==> src/rtl/sawtooth_freq_detector_if.sv <==
// Sample-strobe input and frequency-estimate output bundle for sawtooth_freq_detector.
// valid_out is a one-cycle pulse with no ready: the consumer must capture outputs on that cycle.
interface sawtooth_freq_detector_if #(
    parameter int PERIOD_W = 24
);
    logic                step_in;
    logic signed [31:0]  amp_in;
    logic [31:0]         phase_incr_out;
    logic [PERIOD_W-1:0] period_out;
    logic                valid_out;
    logic                locked_out;
    logic                overflow_out;

    modport master (
        output step_in, amp_in,
        input  phase_incr_out, period_out, valid_out, locked_out, overflow_out
    );

    modport slave (
        input  step_in, amp_in,
        output phase_incr_out, period_out, valid_out, locked_out, overflow_out
    );
endinterface

==> src/rtl/sawtooth_freq_detector.sv <==
// Recovers the oscillator phase increment (2^32 / period) from a sawtooth sample stream.
// Define SAWDET_AVG_EN to average four consecutive periods before each divide.
module sawtooth_freq_detector #(
    parameter int PERIOD_W   = 24,
    parameter int MIN_PERIOD = 2
) (
    input  logic                    clk_in,
    input  logic                    rst_in,
    sawtooth_freq_detector_if.slave bus,
    output logic [1:0]              dbg_state_o
);
`ifdef SAWDET_AVG_EN
    localparam int DIV_W = PERIOD_W + 2;
    localparam logic [DIV_W-1:0] REM_INIT = DIV_W'(4);
`else
    localparam int DIV_W = PERIOD_W;
    localparam logic [DIV_W-1:0] REM_INIT = DIV_W'(1);
`endif
    localparam logic [PERIOD_W-1:0] CNT_MAX = '1;

    typedef enum logic [1:0] {S_IDLE, S_COUNT, S_DIVIDE, S_DONE} state_e;

    state_e              state_q;
    logic                sign_q, sign_d;
    logic [PERIOD_W-1:0] cnt_q, cnt_d;
    logic                sat_q, sat_d, sat_set;
    logic [DIV_W-1:0]    div_q, rem_q, rem_low, rem_d;
    logic                quo_bit;
    logic [31:0]         quo_q, phase_q;
    logic [4:0]          iter_q;
    logic [PERIOD_W-1:0] period_q, p;
    logic                valid_q, locked_q, ovf_q;
    logic                wrap, too_short, unused_amp;
`ifdef SAWDET_AVG_EN
    logic [DIV_W-1:0]    acc_q, acc_sum;
    logic [1:0]          acc_n_q;
    assign acc_sum = acc_q + DIV_W'(p);
`endif

    assign wrap       = bus.step_in & ~sign_q & bus.amp_in[31];
    assign unused_amp = ^bus.amp_in[30:0];
    // Only meaningful when not saturated, so cnt_q + 1 cannot wrap here.
    assign p          = cnt_q + PERIOD_W'(1);
    assign too_short  = p < PERIOD_W'(MIN_PERIOD);

    always_comb begin
        sign_d  = sign_q;
        cnt_d   = cnt_q;
        sat_d   = sat_q;
        sat_set = 1'b0;
        if (bus.step_in) begin
            sign_d = bus.amp_in[31];
            if (wrap) begin
                cnt_d = '0;
                sat_d = 1'b0;
            end else if (cnt_q != CNT_MAX) begin
                cnt_d = cnt_q + PERIOD_W'(1);
                if (cnt_d == CNT_MAX) begin
                    sat_d   = 1'b1;
                    sat_set = 1'b1;
                end
            end
        end
    end

    // Remainder stays below the divisor, so the shifted-out MSB alone forces a subtract
    // and the modular difference is exact.
    assign rem_low = {rem_q[DIV_W-2:0], 1'b0};
    assign quo_bit = rem_q[DIV_W-1] | (rem_low >= div_q);
    assign rem_d   = quo_bit ? rem_low - div_q : rem_low;

    always_ff @(posedge clk_in) begin
        if (!rst_in) begin
            state_q  <= S_IDLE;
            sign_q   <= 1'b1;
            cnt_q    <= '0;
            sat_q    <= 1'b0;
            div_q    <= '0;
            rem_q    <= '0;
            quo_q    <= '0;
            iter_q   <= '0;
            phase_q  <= '0;
            period_q <= '0;
            valid_q  <= 1'b0;
            locked_q <= 1'b0;
            ovf_q    <= 1'b0;
`ifdef SAWDET_AVG_EN
            acc_q    <= '0;
            acc_n_q  <= '0;
`endif
        end else begin
            sign_q  <= sign_d;
            cnt_q   <= cnt_d;
            sat_q   <= sat_d;
            valid_q <= 1'b0;
            ovf_q   <= 1'b0;
            case (state_q)
                S_IDLE: if (wrap) state_q <= S_COUNT;
                S_COUNT: begin
                    if (wrap) begin
                        if (sat_q || too_short) begin
                            ovf_q    <= sat_q;
                            locked_q <= 1'b0;
`ifdef SAWDET_AVG_EN
                            acc_q    <= '0;
                            acc_n_q  <= '0;
                        end else if (acc_n_q != 2'd3) begin
                            acc_q    <= acc_sum;
                            acc_n_q  <= acc_n_q + 2'd1;
                        end else begin
                            div_q    <= acc_sum;
                            acc_q    <= '0;
                            acc_n_q  <= '0;
                            rem_q    <= REM_INIT;
                            iter_q   <= '0;
                            state_q  <= S_DIVIDE;
                        end
`else
                        end else begin
                            div_q    <= p;
                            rem_q    <= REM_INIT;
                            iter_q   <= '0;
                            state_q  <= S_DIVIDE;
                        end
`endif
                    end
                end
                S_DIVIDE: begin
                    rem_q  <= rem_d;
                    quo_q  <= {quo_q[30:0], quo_bit};
                    iter_q <= iter_q + 5'd1;
                    if (iter_q == 5'd31) state_q <= S_DONE;
`ifdef SAWDET_AVG_EN
                    if (wrap) begin
                        acc_q   <= '0;
                        acc_n_q <= '0;
                    end
`endif
                end
                S_DONE: begin
                    phase_q  <= quo_q;
`ifdef SAWDET_AVG_EN
                    period_q <= div_q[DIV_W-1:2];
                    if (wrap) begin
                        acc_q   <= '0;
                        acc_n_q <= '0;
                    end
`else
                    period_q <= div_q;
`endif
                    valid_q  <= 1'b1;
                    locked_q <= 1'b1;
                    state_q  <= S_COUNT;
                end
                default: state_q <= S_IDLE;
            endcase
            // A saturating counter means the estimate is stale even before a wrap arrives.
            if (sat_set) locked_q <= 1'b0;
        end
    end

    assign bus.phase_incr_out = phase_q;
    assign bus.period_out     = period_q;
    assign bus.valid_out      = valid_q;
    assign bus.locked_out     = locked_q;
    assign bus.overflow_out   = ovf_q;
    assign dbg_state_o        = state_q;
endmodule

==> src/flat_wrapper.sv <==
// flat-port wrapper written by rule: the top's interface ports become plain ports
module sawtooth_freq_detector_flat 
#(
    parameter int PERIOD_W   = 24,
    parameter int MIN_PERIOD = 2
)
  (clk_in, rst_in, dbg_state_o, bus_step_in, bus_amp_in, bus_phase_incr_out, bus_period_out, bus_valid_out, bus_locked_out, bus_overflow_out);
  sawtooth_freq_detector_if #(.PERIOD_W(PERIOD_W)) bus_i ();
  input  logic clk_in;
  input  logic rst_in;
  output logic [1:0] dbg_state_o;
  input wire logic [$bits(bus_i.step_in)-1:0] bus_step_in;
  input wire logic [$bits(bus_i.amp_in)-1:0] bus_amp_in;
  output wire logic [$bits(bus_i.phase_incr_out)-1:0] bus_phase_incr_out;
  output wire logic [$bits(bus_i.period_out)-1:0] bus_period_out;
  output wire logic [$bits(bus_i.valid_out)-1:0] bus_valid_out;
  output wire logic [$bits(bus_i.locked_out)-1:0] bus_locked_out;
  output wire logic [$bits(bus_i.overflow_out)-1:0] bus_overflow_out;
  assign bus_i.step_in = bus_step_in;
  assign bus_i.amp_in = bus_amp_in;
  assign bus_phase_incr_out = bus_i.phase_incr_out;
  assign bus_period_out = bus_i.period_out;
  assign bus_valid_out = bus_i.valid_out;
  assign bus_locked_out = bus_i.locked_out;
  assign bus_overflow_out = bus_i.overflow_out;
  sawtooth_freq_detector #(.PERIOD_W(PERIOD_W), .MIN_PERIOD(MIN_PERIOD)) u_core (.clk_in(clk_in), .rst_in(rst_in), .bus(bus_i), .dbg_state_o(dbg_state_o));
endmodule
==> config.mk <==
export PLATFORM = sky130hd
export DESIGN_NAME = sawtooth_freq_detector_flat
export DESIGN_NICKNAME = d
export VERILOG_FILES = /design/src/rtl/sawtooth_freq_detector_if.sv /design/src/rtl/sawtooth_freq_detector.sv /design/src/flat_wrapper.sv
export SDC_FILE = /design/constraint.sdc
export NUM_CORES = 1
export LEC_CHECK = 0
export CAP_MARGIN = 0
export CORE_UTILIZATION = 61
export CTS_CLUSTER_DIAMETER = 80
export DETAILED_ROUTE_END_ITERATION = 10
export PLACE_DENSITY = 0.9
export SLEW_MARGIN = 0
export SYNTH_ARGS = -nofsm -noshare
export SYNTH_HDL_FRONTEND = slang
export SYNTH_SLANG_ARGS = --single-unit
==> constraint.sdc <==
create_clock -name clk_in -period 8 [get_ports clk_in]
set_input_delay 1.6 -clock clk_in [delete_from_list [all_inputs] [get_ports clk_in]]
set_output_delay 1.6 -clock clk_in [all_outputs]
set_load 0.005 [all_outputs]
==> impl_results.md, run 1 <==
- Placer congestion estimate: approximately 0.95
- Nets: around 1100
- ANT nets after route: 0
- Total routed wirelength: 20700 µm
- CTS Root Cell: clkbuf_16
- Element type at the critical path start: register
- Ports: 96
- Top cell type's share of synthesized area: 0.388
- Cell taking the most area after synthesis: dfxtp_1
- First-pass iteration count of the detailed router: 5
- # port buffers: 64
- Placement Setup Slack: between 3 and 4 ns
- Clock buffer depth: 2
- DR vias: 7267
- Critical path endpoint category: register
- Slew Viols, Final: 0
- Antenna Cells: 0
- Core Area: 14000 µm²
- Mapped Nets: 1054
- Setup_tns: 0 ns
- Layout area overhead: 12.8%
- Pin count of the biggest net entering global routing: 90
- Reg clk slew, reported paths: approximately 0.070 ns
- Num CTS Buffers: 17
- Fraction of registers with async set/reset: 0
- Final setup fails: 0
- Register area share after synthesis: 0.388
- WP data required: 8.29 ns
- Clock Skew: 0.0120 ns
- Synth Area per Inst: 8.99 µm²
- Total DRC errors in the routed layout: 0
- Gr usage total: 0.290
- Die W: ~120 µm
- Vias/cell: 6.05
- Hold Vio Cnt, Final: 0
- Worst Slack Setup Final: roughly 3.5 ns
- Fin crit share: 0.563
- Slew margin rel.: 0.264
- Clk sink count: 172
- Area of the die: 15000 µm²
- Drt wl/cell: 17.2 µm
- Vias in the first global route: 7061
- Initial core utilization: 0.631
- Row cnt: between 40 and 50
- Max Cap Viol: 0
- DRT iter0 DRCs: 742
- Worst-margin pin slew: 1.10 ns
- CP Max Fanout: 22
- Top cells by area, synth: dfxtp_1 39%, mux2i_1 13%, nor2_1 6.6%
- Tot Pwr: between 1.5 and 2 mW
- Synthesized area: roughly 8900 µm²
- Yosys cell types: 71
- Hold Path Class: reg2reg
- Worst VDD drop: ~0.17 mV
- Unrepaired setup endpoints after global routing: false
- Fillers: 965
- Die Span Y: 123 µm
- CTS tree: done
- Min Clock Period, post-route: 4.50 ns
- CP arrival: about 4.8 ns
- Post-synth EDFFs: 0
- Mapped Cells: between 900 and 1000
- Crit Path Category: reg2reg
- Post-detailed-placement half-perimeter wirelength: 13600 µm
- Leakage: 3.35 nW
- Synth Warn #: 0
- FMAX: roughly 220 MHz
- Total gr overflow: 0
- CTS H-Tree Depth: 4
- Antenna violations before repair: 0
- Post-CTS Repair Setup Buffers: 0
- Post-CTS sizing: 0
- Primary FF master, synth: dfxtp_1
- Seq cells post-synth: 172
- Worst-Skew Late Latency: 0.44 ns
- First-pass GRT wire length: 34100 µm
- Status: completed
- Ratio of cells with drive above 1 in the final layout: 0.0753
- Pwr dens: 199 nW/µm²
- Post-CTS Hold Fix Bufs: 0
-- cell usage after synthesis, types with 21 or more instances --
cell type / count
ha_1: 32
clkbuf_1: 30
dfxtp_1: 172
mux2i_1: 112
nor2_1: 157
inv_1: 35
o21ai_0: 26
nand2_1: 59
o21ai_1: 22
xor2_1: 21
a21oi_1: 47
xnor2_1: 37
-- stage by stage --
| stage | hold slack (ns) | area [µm²] | std cells | util |
|---|---|---|---|---|
| after floorplan | 0.445 | 8870 | 986 | - |
| after CTS | 0.470 | 10000 | 1202 | 0.712 |
| after global placement | 0.456 | 9450 | 1170 | 0.673 |
| after global routing | 0.492 | 10000 | 1202 | 0.712 |
| final | 0.475 | 10000 | 1202 | 0.712 |
| after detailed placement | 0.461 | 9450 | 1170 | 0.673 |
-- state kept, by name, summed over array words and instances, names as in the netlist --
register and flops:
u_core.cnt_q 24, u_core.bus.phase_incr_out 32, u_core.rem_q 24, u_core.dbg_state_o 2, u_core.sign_q 1, u_core.iter_q 5, u_core.div_q 24, u_core.quo_q 32
u_core.bus.valid_out 1, u_core.bus.locked_out 1, u_core.bus.overflow_out 1, u_core.bus.period_out 24, u_core.sat_q 1
-- worst paths after layout --
path / start / end / slack, ns / depth (start not counted)
worst max-delay path: u_core.cnt_q[0]$_SDFFE_PN0P_ / u_core.rem_q[4]$_SDFFE_PN0P_ / 3.50 / 10
worst min-delay path: u_core.rem_q[11]$_SDFFE_PN0P_ / u_core.rem_q[11]$_SDFFE_PN0P_ / 0.47 / 2
worst max register to register: u_core.cnt_q[0]$_SDFFE_PN0P_ / u_core.rem_q[4]$_SDFFE_PN0P_ / 3.50 / 10
worst min register to register: u_core.rem_q[11]$_SDFFE_PN0P_ / u_core.rem_q[11]$_SDFFE_PN0P_ / 0.47 / 2
-- metal layers --
layer / routed length (µm) / share of wire / GRT usage / vias up
met2: 10200 / 0.49 / 0.487 / 251
met3: 1150 / 0.056 / 0.0725 / 64
met5: 0 / 0 / 0 / -
met4: 642 / 0.031 / 0.126 / 0
li1: - / - / - / 3476
met1: 8760 / 0.42 / 0.351 / 3476
-- layout by cell type, fill, tap and decap left out, drive strengths merged, types with 3 or more instances in the layout --
| cell | count |
|---|---|
| nand4 | 14 |
| nand3b | 3 |
| o21a | 3 |
| and3 | 12 |
| or3 | 14 |
| o31ai | 4 |
| o21ai | 49 |
| a211o | 4 |
| and2 | 9 |
| a31oi | 5 |
| a311oi | 4 |
| nor3 | 13 |
| buf | 3 |
| nand2 | 59 |
| xor2 | 21 |
| o22ai | 3 |
| clkinv | 3 |
| xnor2 | 37 |
| dfxtp | 172 |
| inv | 40 |
| clkbuf | 21 |
| a21o | 6 |
| nor2b | 7 |
| ha | 32 |
| clkdlybuf4s50 | 64 |
| nand3 | 15 |
| a211oi | 30 |
| mux2i | 112 |
| a21oi | 47 |
| nor2 | 159 |
| o211ai | 4 |
| nor4 | 11 |
| nand2b | 11 |
-- critical path: stages (launching register included) --
cell and delay (ns):
dfxtp_1 0.59, ha_1 0.38, and3_1 0.38, nand4_2 0.19
xnor2_1 0.23, nor4b_1 0.56, a41oi_1 0.22, a221oi_2 0.65
nor2_1 0.24, nand2_1 0.70, o21ai_0 0.19
-- power by group --
group | switching [mW] | internal (mW) | total [mW] | leakage [nW]
Sequential | 0.0144 | 0.867 | 0.881 | 1.39
Combinational | 0.187 | 0.134 | 0.320 | 1.70
Clock | 0.355 | 0.433 | 0.789 | 0.265
Total | 0.556 | 1.43 | 1.99 | 3.35
-- layout make-up --
type / instances / area [µm²] / area share
inverters: 35 / 134 / 0.0134
multi-input cells: 716 / 4990 / 0.498
clock inverters: 11 / 110 / 0.0110
repair buffers: 67 / 663 / 0.0663
well taps: 180 / 225 / 0.0225
flip-flops and latches: 172 / 3440 / 0.344
clock buffers: 21 / 440 / 0.0440
-- logic make-up after synthesis --
family          count (synthesis)  share of synthesized area
compound gates                174                      0.140
xor+xnor                       58                     0.0573
fa+ha+maj                      33                     0.0474
buf+inv                        98                     0.0511
flops                         172                      0.388
mux                           112                      0.126
simple gates                  339                      0.190
Note: power is estimated with default switching activity, not from simulation.
==> run 2: changes to the inputs <==
--- a/config.mk
+++ b/config.mk
@@ -6,10 +6,10 @@
 export NUM_CORES = 1
 export LEC_CHECK = 0
 export CAP_MARGIN = 0
-export CORE_UTILIZATION = 61
+export CORE_UTILIZATION = 57
 export CTS_CLUSTER_DIAMETER = 80
 export DETAILED_ROUTE_END_ITERATION = 10
-export PLACE_DENSITY = 0.9
+export PLACE_DENSITY = 0.85
 export SLEW_MARGIN = 0
 export SYNTH_ARGS = -nofsm -noshare
 export SYNTH_HDL_FRONTEND = slang
==> constraint.sdc (replaced) <==
create_clock -name clk_in -period 4.58 [get_ports clk_in]
set_input_delay 0.916 -clock clk_in [delete_from_list [all_inputs] [get_ports clk_in]]
set_output_delay 0.916 -clock clk_in [all_outputs]
set_load 0.005 [all_outputs]
==> impl_results.md, run 2 (synthesis gave the netlist of run 1 again) <==
- Worst VDD drop: between 0.2 and 0.3 mV
- Antenna violations before repair: 0
- Post-CTS Repair Setup Buffers: 0
- Met3 wire length: between 800 and 900 µm
- Inst Count DP: 1184
- Total routed wirelength: 19500 µm
- Crit path largest cell delay: 0.53 ns
- Pwr dens: 342 nW/µm²
- Area of the die: 16100 µm²
- Crit Path Category: reg2reg
- Hold Path Origin: u_core.rem_q[19]$_SDFFE_PN0P_
- Antenna Cells: 0
- Post-CTS Hold Fix Bufs: 0
- Ports: 96
- Die W: ~130 µm
- Reg clk slew, reported paths: 0.06 ns
- Fin crit share: 0.802
- Initial core utilization: 0.583
- Wl on met1: 8770 µm
- DRT iter0 DRCs: 646
- Final setup fails: 0
- Gr usage total: 0.252
- CTS tree: done
- CTS H-Tree Depth: 4
- CP arrival: 4.01 ns
- DR vias: about 7100
- WP data required: slightly below 5 ns
- Critical path's slowest cell: dfxtp_1
- Total gr overflow: 0
- # port buffers: 64
- Worst setup path start: u_core.cnt_q[0]$_SDFFE_PN0P_
- Num CTS Buffers: 17
- Worst-margin pin slew: 1.06 ns
- Hold Path Class: reg2reg
- Hold Vio Cnt, Final: 0
- Vias/cell: 5.87
- Most frequent cells in the layout: 172 x dfxtp_1, 157 x nor2_1, 112 x mux2i_1
- Clock Skew: 0.0125 ns
- CP Buf/Inv Count: 1
- Slew margin rel.: 0.296
- Crit-path cells: ha_1 > and3_1 > nand4_2 > xnor2_1 > nor4b_1 > and4bb_4 > a311oi_4 > and2_2 > buf_4 > nor2_1 > a211oi_2
- Min Clock Period, post-route: 3.67 ns
- Setup_tns: 0 ns
- Core Area: 15200 µm²
- Post-CTS sizing: 0
- Nets: 1083
- Die Span Y: between 100 and 150 µm
- ANT nets after route: 0
- Worst-Skew Late Latency: 0.43 ns
- First-pass iteration count of the detailed router: 7
- CP Max Fanout: 44
- Pin count of the biggest net entering global routing: 72
- Met2 routed WL: 9620 µm
- Critical path endpoint category: register
- First-pass GRT wire length: 32500 µm
- Status: completed
- Total DRC errors in the routed layout: 0
- Max layer used: met4
- Drt wl/cell: roughly 16 µm
- CTS Root Cell: clkbuf_16
- Row cnt: 45
- Leakage: 3.38 nW
- Unrepaired setup endpoints after global routing: false
- Worst R2R Start: u_core.cnt_q[0]$_SDFFE_PN0P_
- Placer congestion estimate: 0.939
- Layout area overhead: 13.6%
- Clk sink count: 172
- Post-detailed-placement half-perimeter wirelength: ~13000 µm
- Clock buffer depth: 2
- Max Cap Viol: 0
- Fillers: approximately 1200
- Vias in the first global route: 6642
- Layout Cells excl Fill: 1216
- Slew Viols, Final: 0
- Crit-path leading delay family: simple AND/OR/NAND/NOR gates
- Element type at the critical path start: register
- Ratio of cells with drive above 1 in the final layout: 0.0837
- FMAX: 272 MHz
- Commonest non-fill, non-tap cell in the layout: dfxtp_1
## run 2: worst reg2reg max path, cell delays in order, from the launching register on
cell	delay, ns
dfxtp_1	0.53
ha_1	0.36
and3_1	0.35
nand4_2	0.18
xnor2_1	0.35
nor4b_1	0.14
and4bb_4	0.25
a311oi_4	0.38
and2_2	0.23
buf_4	0.43
nor2_1	0.15
a211oi_2	0.23
## run 2: stage by stage
step | area [µm²] | setup WS, ns | hold WS, ns | power (mW) | utilization
finish | 10100 | 0.906 | 0.470 | 3.45 | 0.663
CTS | 10100 | 0.949 | 0.469 | 3.46 | 0.663
floorplan | 8870 | 1.67 | 0.445 | 2.02 | -
global route | 10100 | 0.681 | 0.498 | 3.59 | 0.663
global placement | 9520 | 1.08 | 0.457 | 2.12 | 0.626
detailed placement | 9520 | 1.01 | 0.464 | 2.12 | 0.626
## run 2: path summary, 6_finish.rpt
| path | slack (ns) | endpoint | depth (start not counted) |
|---|---|---|---|
| setup reg to reg | 0.91 | u_core.div_q[9]$_SDFFE_PN0P_ | 11 |
| setup / recovery | 0.91 | u_core.div_q[9]$_SDFFE_PN0P_ | 11 |
| hold reg to reg | 0.47 | u_core.rem_q[19]$_SDFFE_PN0P_ | 2 |
| hold / removal | 0.47 | u_core.rem_q[19]$_SDFFE_PN0P_ | 2 |
## run 2: report_power, final
part / switching (mW) / total (mW) / internal, mW
logic: 0.324 / 0.568 / 0.244
registers: 0.0233 / 1.54 / 1.51
clock network: 0.600 / 1.34 / 0.742
## run 2: area by class of cell
type	instances	area [µm²]	share of cell area
Timing Repair Buffer	73	721	0.0715
Inverter	35	134	0.0133
Multi-Input combinational cell	716	4990	0.495
Clock inverter	11	83.8	0.00832
Sequential cell	172	3440	0.342
Tap cell	188	235	0.0234
Clock buffer	21	470	0.0467
## run 2: metal layers
layer  vias up  track usage
met1      3401        0.323
met2       200        0.426
met4         0       0.0777
li1       3500            -
met3        37       0.0519
met5         -            0
